File: src/rtl/gate_bist.sv
// Built-in self test for a 2-input gate: walks {A,B} through 00..11, samples Y and scores it.
// Define GATE_BIST_ERR_DIAG_EN for the error counter and first-failing-vector capture.
module gate_bist #(
  parameter int         SETTLE_CYCLES = 2,
  parameter int         LOOPS         = 1,
  parameter logic [3:0] EXP_TABLE     = 4'b0111
) (
  input  logic       i_clk,
  input  logic       i_rst,
  input  logic       i_start,
  output logic       o_A,
  output logic       o_B,
  input  logic       i_Y,
  output logic       o_busy,
  output logic       o_done,
  output logic       o_pass,
  output logic [3:0] o_err_cnt,
  output logic [1:0] o_fail_vec,
  output logic       o_fail_valid
);

  typedef enum logic [1:0] {IDLE, WAIT, SAMPLE, DONE} state_t;

  state_t     state, state_nxt;
  logic [1:0] vec;
  logic [3:0] loop_cnt;
  logic [3:0] settle_cnt;
  logic       err_seen;
  logic       mismatch;
  logic       last_vec;
  logic       settle_done;

  assign mismatch    = (state == SAMPLE) && (i_Y != EXP_TABLE[vec]);
  assign last_vec    = (vec == 2'd3) && (loop_cnt == 4'(LOOPS - 1));
  assign settle_done = (settle_cnt == 4'(SETTLE_CYCLES - 1));

  assign o_A = vec[1];
  assign o_B = vec[0];

  // NOTE: every combinational output gets a default first so no path can infer a latch.
  always_comb begin
    state_nxt = state;
    case (state)
      IDLE:    if (i_start) state_nxt = WAIT;
      WAIT:    if (settle_done) state_nxt = SAMPLE;
      SAMPLE:  state_nxt = last_vec ? DONE : WAIT;
      DONE:    state_nxt = IDLE;
      default: state_nxt = IDLE;
    endcase
  end

  // NOTE: sequential state uses non-blocking assignments so all registers update together.
  always_ff @(posedge i_clk) begin
    if (i_rst) state <= IDLE;
    else       state <= state_nxt;
  end

  // Status outputs are registered from the next state so they line up with the FSM.
  always_ff @(posedge i_clk) begin
    if (i_rst) begin
      o_busy     <= 1'b0;
      o_done     <= 1'b0;
      o_pass     <= 1'b0;
      vec        <= 2'd0;
      loop_cnt   <= 4'd0;
      settle_cnt <= 4'd0;
      err_seen   <= 1'b0;
    end else begin
      o_busy <= (state_nxt == WAIT) || (state_nxt == SAMPLE);
      o_done <= (state_nxt == DONE);
      case (state)
        IDLE: begin
          if (i_start) begin
            vec        <= 2'd0;
            loop_cnt   <= 4'd0;
            settle_cnt <= 4'd0;
            err_seen   <= 1'b0;
            o_pass     <= 1'b0;
          end
        end
        WAIT: begin
          settle_cnt <= settle_done ? 4'd0 : settle_cnt + 4'd1;
        end
        SAMPLE: begin
          err_seen   <= err_seen | mismatch;
          settle_cnt <= 4'd0;
          if (last_vec) begin
            vec    <= 2'd0;
            o_pass <= !(err_seen || mismatch);
          end else begin
            vec <= vec + 2'd1;
            if (vec == 2'd3) loop_cnt <= loop_cnt + 4'd1;
          end
        end
        default: ;
      endcase
    end
  end

`ifdef GATE_BIST_ERR_DIAG_EN
  always_ff @(posedge i_clk) begin
    if (i_rst) begin
      o_err_cnt    <= 4'd0;
      o_fail_vec   <= 2'd0;
      o_fail_valid <= 1'b0;
    end else if (state == IDLE && i_start) begin
      o_err_cnt    <= 4'd0;
      o_fail_valid <= 1'b0;
    end else if (mismatch) begin
      if (o_err_cnt != 4'd15) o_err_cnt <= o_err_cnt + 4'd1;
      if (!o_fail_valid) begin
        o_fail_vec   <= vec;
        o_fail_valid <= 1'b1;
      end
    end
  end
`else
  assign o_err_cnt    = 4'd0;
  assign o_fail_vec   = 2'd0;
  assign o_fail_valid = 1'b0;
`endif

endmodule

File: config.mk
export PLATFORM = sky130hd
export DESIGN_NAME = gate_bist
export DESIGN_NICKNAME = d
export VERILOG_FILES = /design/src/rtl/gate_bist.sv
export SDC_FILE = /design/constraint.sdc
export NUM_CORES = 1
export LEC_CHECK = 0
export ABC_AREA = 1
export CAP_MARGIN = 10
export CORE_MARGIN = 4
export CORE_UTILIZATION = 55
export DETAILED_ROUTE_END_ITERATION = 10
export PLACE_DENSITY = 0.82
export SLEW_MARGIN = 40
export SYNTH_ARGS = -nofsm -noshare
export SYNTH_HDL_FRONTEND = slang
export SYNTH_SLANG_ARGS = --single-unit
File: constraint.sdc
create_clock -name i_clk -period 2.73 [get_ports i_clk]
set_input_delay 0.273 -clock i_clk [delete_from_list [all_inputs] [get_ports i_clk]]
set_output_delay 0.273 -clock i_clk [all_outputs]
set_load 0.02 [all_outputs]
# Word level (Yosys, flattened, before mapping)
# Index checks and enable logic that the tools add are counted.
# word_totals
in_bits	4
output_inout_bits	12
word_cells	58
reg_bits	16
# op_classes
n_bitwise	1
mux	19
order_cmp	1
eq_ne	13
reduce_logical	13
n_addsub	3
# ops
operator	count
2-to-1 mux 4 bit	4
case mux 4 bit (3 select lines)	1
== test 2 bit, second input constant	5
2-to-1 mux 2 bit	5
adder 4 x 1 -> 4 bit, second input constant	2
case mux 2 bit (4 select lines)	1
case mux 4 bit (2 select lines)	1
inequality test 2 bit, second input constant	3
== test 2 x 1 -> 1 bit, second input constant	2
== test 4 x 1 -> 1 bit, second input constant	1
logical NOT 4 bit	1
case mux 1 bit (2 select lines)	2
case mux 2 bit (2 select lines)	1
AND reduction 2 bit	2
AND reduction 4 bit	1
< comparator 2 x 3 -> 1 bit, second input constant	1
2-to-1 mux 1 bit	3
AND reduction 3 bit	1
nonzero test 3 bit	1
adder 2 x 1 -> 2 bit, second input constant	1
binary-select mux 1 bit (select 2 bit)	1
logical AND 1 bit	2
logical NOT 2 bit	1
logical OR 1 bit	2
other kinds (5)	5

# Depth between registers and ports, before layout
# depth
ltp_word	8
ltp_mapped	9
mapped_depth_nobuf	9

# Least setup slack after synthesis
# No wires, ideal clock.
# synth_path
path_kind	flip-flop to flip-flop
from	register vec[0]
to	register o_busy
arrival_time_ns	1.358
stages_incl_launch_ff	9
period_less_slack_ns	1.488
t_required_ns	2.600
setup_slack_ns	1.242
path_buffers	0
setup_ns	0.130
cell_sequence	dfxtp_1 -> ha_1 -> nand2_1 -> inv_1 -> nand3_4 -> nand2_1 -> ha_1 -> inv_1 -> nor2_1
# synth_between
elab_chain_cells	6
elab_cells_between_ends	7
classes_between	eq/ne (3); mux (2); reduce/logical (2)
# synth_rtl
item	line	source
start, declared	25	logic [1:0] vec;
start signal, assigned	91	vec <= vec + 2'd1;
== test 2 bit *	34	assign last_vec = (vec == 2'd3) && (loop_cnt == 4'(LOOPS - 1));
logical AND 1 bit *	34	
2-to-1 mux 2 bit *	46	SAMPLE: state_nxt = last_vec ? DONE : WAIT;
case mux 2 bit (4 select lines) *	43	case (state)
named net state_nxt[1]	24	state_t state, state_nxt;
== test 2 x 1 -> 1 bit or == test 2 bit (tied branches)	69	o_busy <= (state_nxt == WAIT) || (state_nxt == SAMPLE);
logical OR 1 bit *	69	
end signal, assigned	69	
end, declared	14	output logic o_busy,
# Mark *: on every way through the listed nets, which the timed path passes. The rest lies on a longest branch.
# A chain may end at the register's enable or synchronous reset.

# Final worst setup path
# layout_path
from	register vec[0]
to	output port o_B
# layout_rtl
item	line	source
end, declared	12	output logic o_B,
# No word-level cell between the ends.

==> results_dict.tcl <==
set metrics [dict create \
    status "finished, final reports clean" \
    startpoint_type "flip-flop" \
    drc 0 \
    synth_seq_cells 16 \
    fin_cells 160 \
    relSlewSlack 0.637 \
    synth_area_leaders "dfxtp_1 (34%), nand2_1 (14%), ha_1 (8.1%)" \
    track_usage 0.156 \
    p_per_area_mw_per_mm2 464 \
    layout_commonest_cell "nand2_1" \
    start_util 0.597 \
    synth_flop_cell "dfxtp_1" \
    critPathKind "reg -> out" \
    post-route-util 0.663 \
    cellLeakagePower_nw 0.475 \
    max_stage_delay_ns 0.62 \
    cp_num_cells 1 \
    finalCritPeriodShare 0.571 \
    die_h_um 49.1 \
    slowest_stage "clkdlybuf4s50_1" \
    cts_root_buf "clkbuf_4" \
    critical-path-top-delay-family "buffers and inverters" \
    dp_hpwl_um 1300 \
    synthesis.area_sq_um 931 \
    htree_levels 1 \
    clk_pin_slew_worst_paths_ns 0.09 \
    dr.pass1.iters 5 \
    ioPinCount 16 \
    wire_per_inst_um 10.7 \
    fmax_mhz 642 \
    cap_violations 0 \
    fin_skew_ns 0.00671 \
    rows 14 \
    arrival_ns 1.28 \
    drt_iter0_markers 15 \
    ctsHoldBuffers 0 \
    required_ns 2.46 \
    via_count 820 \
    placedCellCount 156 \
    postCtsSetupRepairBufs 0 \
    insertion_delay_ns 0.29 \
    cts_buffer_depth 2 \
    numCtsBuffers 3 \
    gp_congestion 0.783 \
    antenna_found_initial 0 \
    worstPathMaxFanout 4 \
    fillerInstances 128 \
    setup_viol 0 \
    synth.top_cell.area_share 0.344 \
    min_period_ns 1.56 \
    synth_top_area_cell "dfxtp_1" \
    drive_gt1_frac 0.0903 \
    cts_tree "yes" \
    timing.final.max_slew_violations 0 \
    fp.dieArea_sq_mm 0.00241 \
    async_flop_share 0 \
    totalNegativeSetupSlack_ns 0 \
    grt-ovfl-total 0 \
    final_cell_mix "nand2_1 (35), inv_1 (19), nor2_1 (17), dfxtp_1 (16), a21oi_1 (10)" \
    clock-sinks 16 \
    tightest_slew_ns 0.543 \
    grt_pass1_wl_um 2970 \
    synth_area_per_cell_sq_um 6.95 \
    synth_cells 134 \
    hp-class "reg -> reg" \
    grt_pass1_vias 713 \
    hold_depth 2 \
    port_buffers 8 \
    antenna-diode-count 0 \
    r2r.worst_path.cells 8 \
    ant_nets 0 \
    cts_resized 0 \
    irDropWorstVdd_mv 0.278 \
    p_total_w 0.000480 \
    end_kind "output pin" \
    via_per_inst 5.13 \
    finalHoldViolations 0 \
    syn_to_final_growth_pct 11.0 \
    coreArea_sq_mm 0.00156 \
    grt_max_degree 14 \
    yosysSeqAreaShare 0.344 \
    synth_edf_count 0 \
    cp_num_buf_inv 1 \
    routed_wl_um 1720 \
    rsz0062_at_grt "false" \
    yosys_warnings 0 \
    synth_cell_types 23 \
    die_w_um 49.1 \
    layout.nets 155 \
    critical_path.cell_chain "clkdlybuf4s50_1" \
]
[final timing paths]
kind | slack, ns | end | startpoint
max | 1.17 | o_B | vec[0]$_SDFFE_PP0P_
min | 0.48 | o_pass$_SDFFE_PP0P_ | o_pass$_SDFFE_PP0P_
min reg2reg | 0.48 | o_pass$_SDFFE_PP0P_ | o_pass$_SDFFE_PP0P_
max reg2reg | 1.23 | o_busy$_SDFF_PP0_ | vec[0]$_SDFFE_PP0P_
[synth_stat cells, types with 2 or more instances]
cell / number
nand3_1: 6
a21oi_1: 10
a21oi_2: 2
inv_1: 19
ha_1: 6
nand4_1: 2
nor2_1: 17
buf_4: 7
o21ai_0: 2
nand2_1: 35
dfxtp_1: 16
[registers in the layout, summed over array words and instances, names as in the netlist]
signal	cells
loop_cnt	4
settle_cnt	4
state	2
vec	2
err_seen	1
o_busy	1
o_done	1
o_pass	1
[power breakdown]
group	internal [W]	total [W]	switching, W	leakage, nW
Clock	0.0000812	0.000158	0.0000765	0.0210
Sequential	0.000241	0.000247	0.00000530	0.130
Combinational	0.0000242	0.0000752	0.0000510	0.324
Total	0.000347	0.000480	0.000133	0.475
[cell type report]
class	count	area, sq um	area share
multi-input combinational	96	500	0.484
sequential	16	320	0.310
timing repair buffer	8	80.1	0.0775
inverter	20	76.3	0.0738
clock buffer	4	36.3	0.0351
tap	16	20.0	0.0194
[metal layers]
layer	global-route usage	wire length, um	vias up	share of wire
met5	0	0	-	0
met3	0.0336	102	3	0.059
met2	0.243	791	34	0.46
met4	0.0806	14	0	0.0082
li1	-	-	423	-
met1	0.199	808	360	0.47
[kinds of logic (layout without fill, tap and decap cells)]
group / Yosys count / after routing / synth area share
other: 1 / 7 / 0.00403
buffers and inverters: 28 / 32 / 0.142
adder cells (fa/ha/maj): 6 / 6 / 0.0806
AO/OA/AOI/OAI: 16 / 16 / 0.101
flip-flops: 16 / 16 / 0.344
XOR/XNOR: 1 / 1 / 0.00941
AND/OR/NAND/NOR: 66 / 66 / 0.319
[metrics by stage]
step / setup WS [ns] / hold slack (ns) / cell area (sq um)
after floorplan: 1.24 / 0.342 / 953
after global placement: 1.16 / 0.458 / 997
after detailed placement: 1.14 / 0.468 / 997
after CTS: 1.15 / 0.483 / 1030
after global routing: 1.12 / 0.522 / 1030
final: 1.17 / 0.479 / 1030
(Power assumes the default switching activity.)
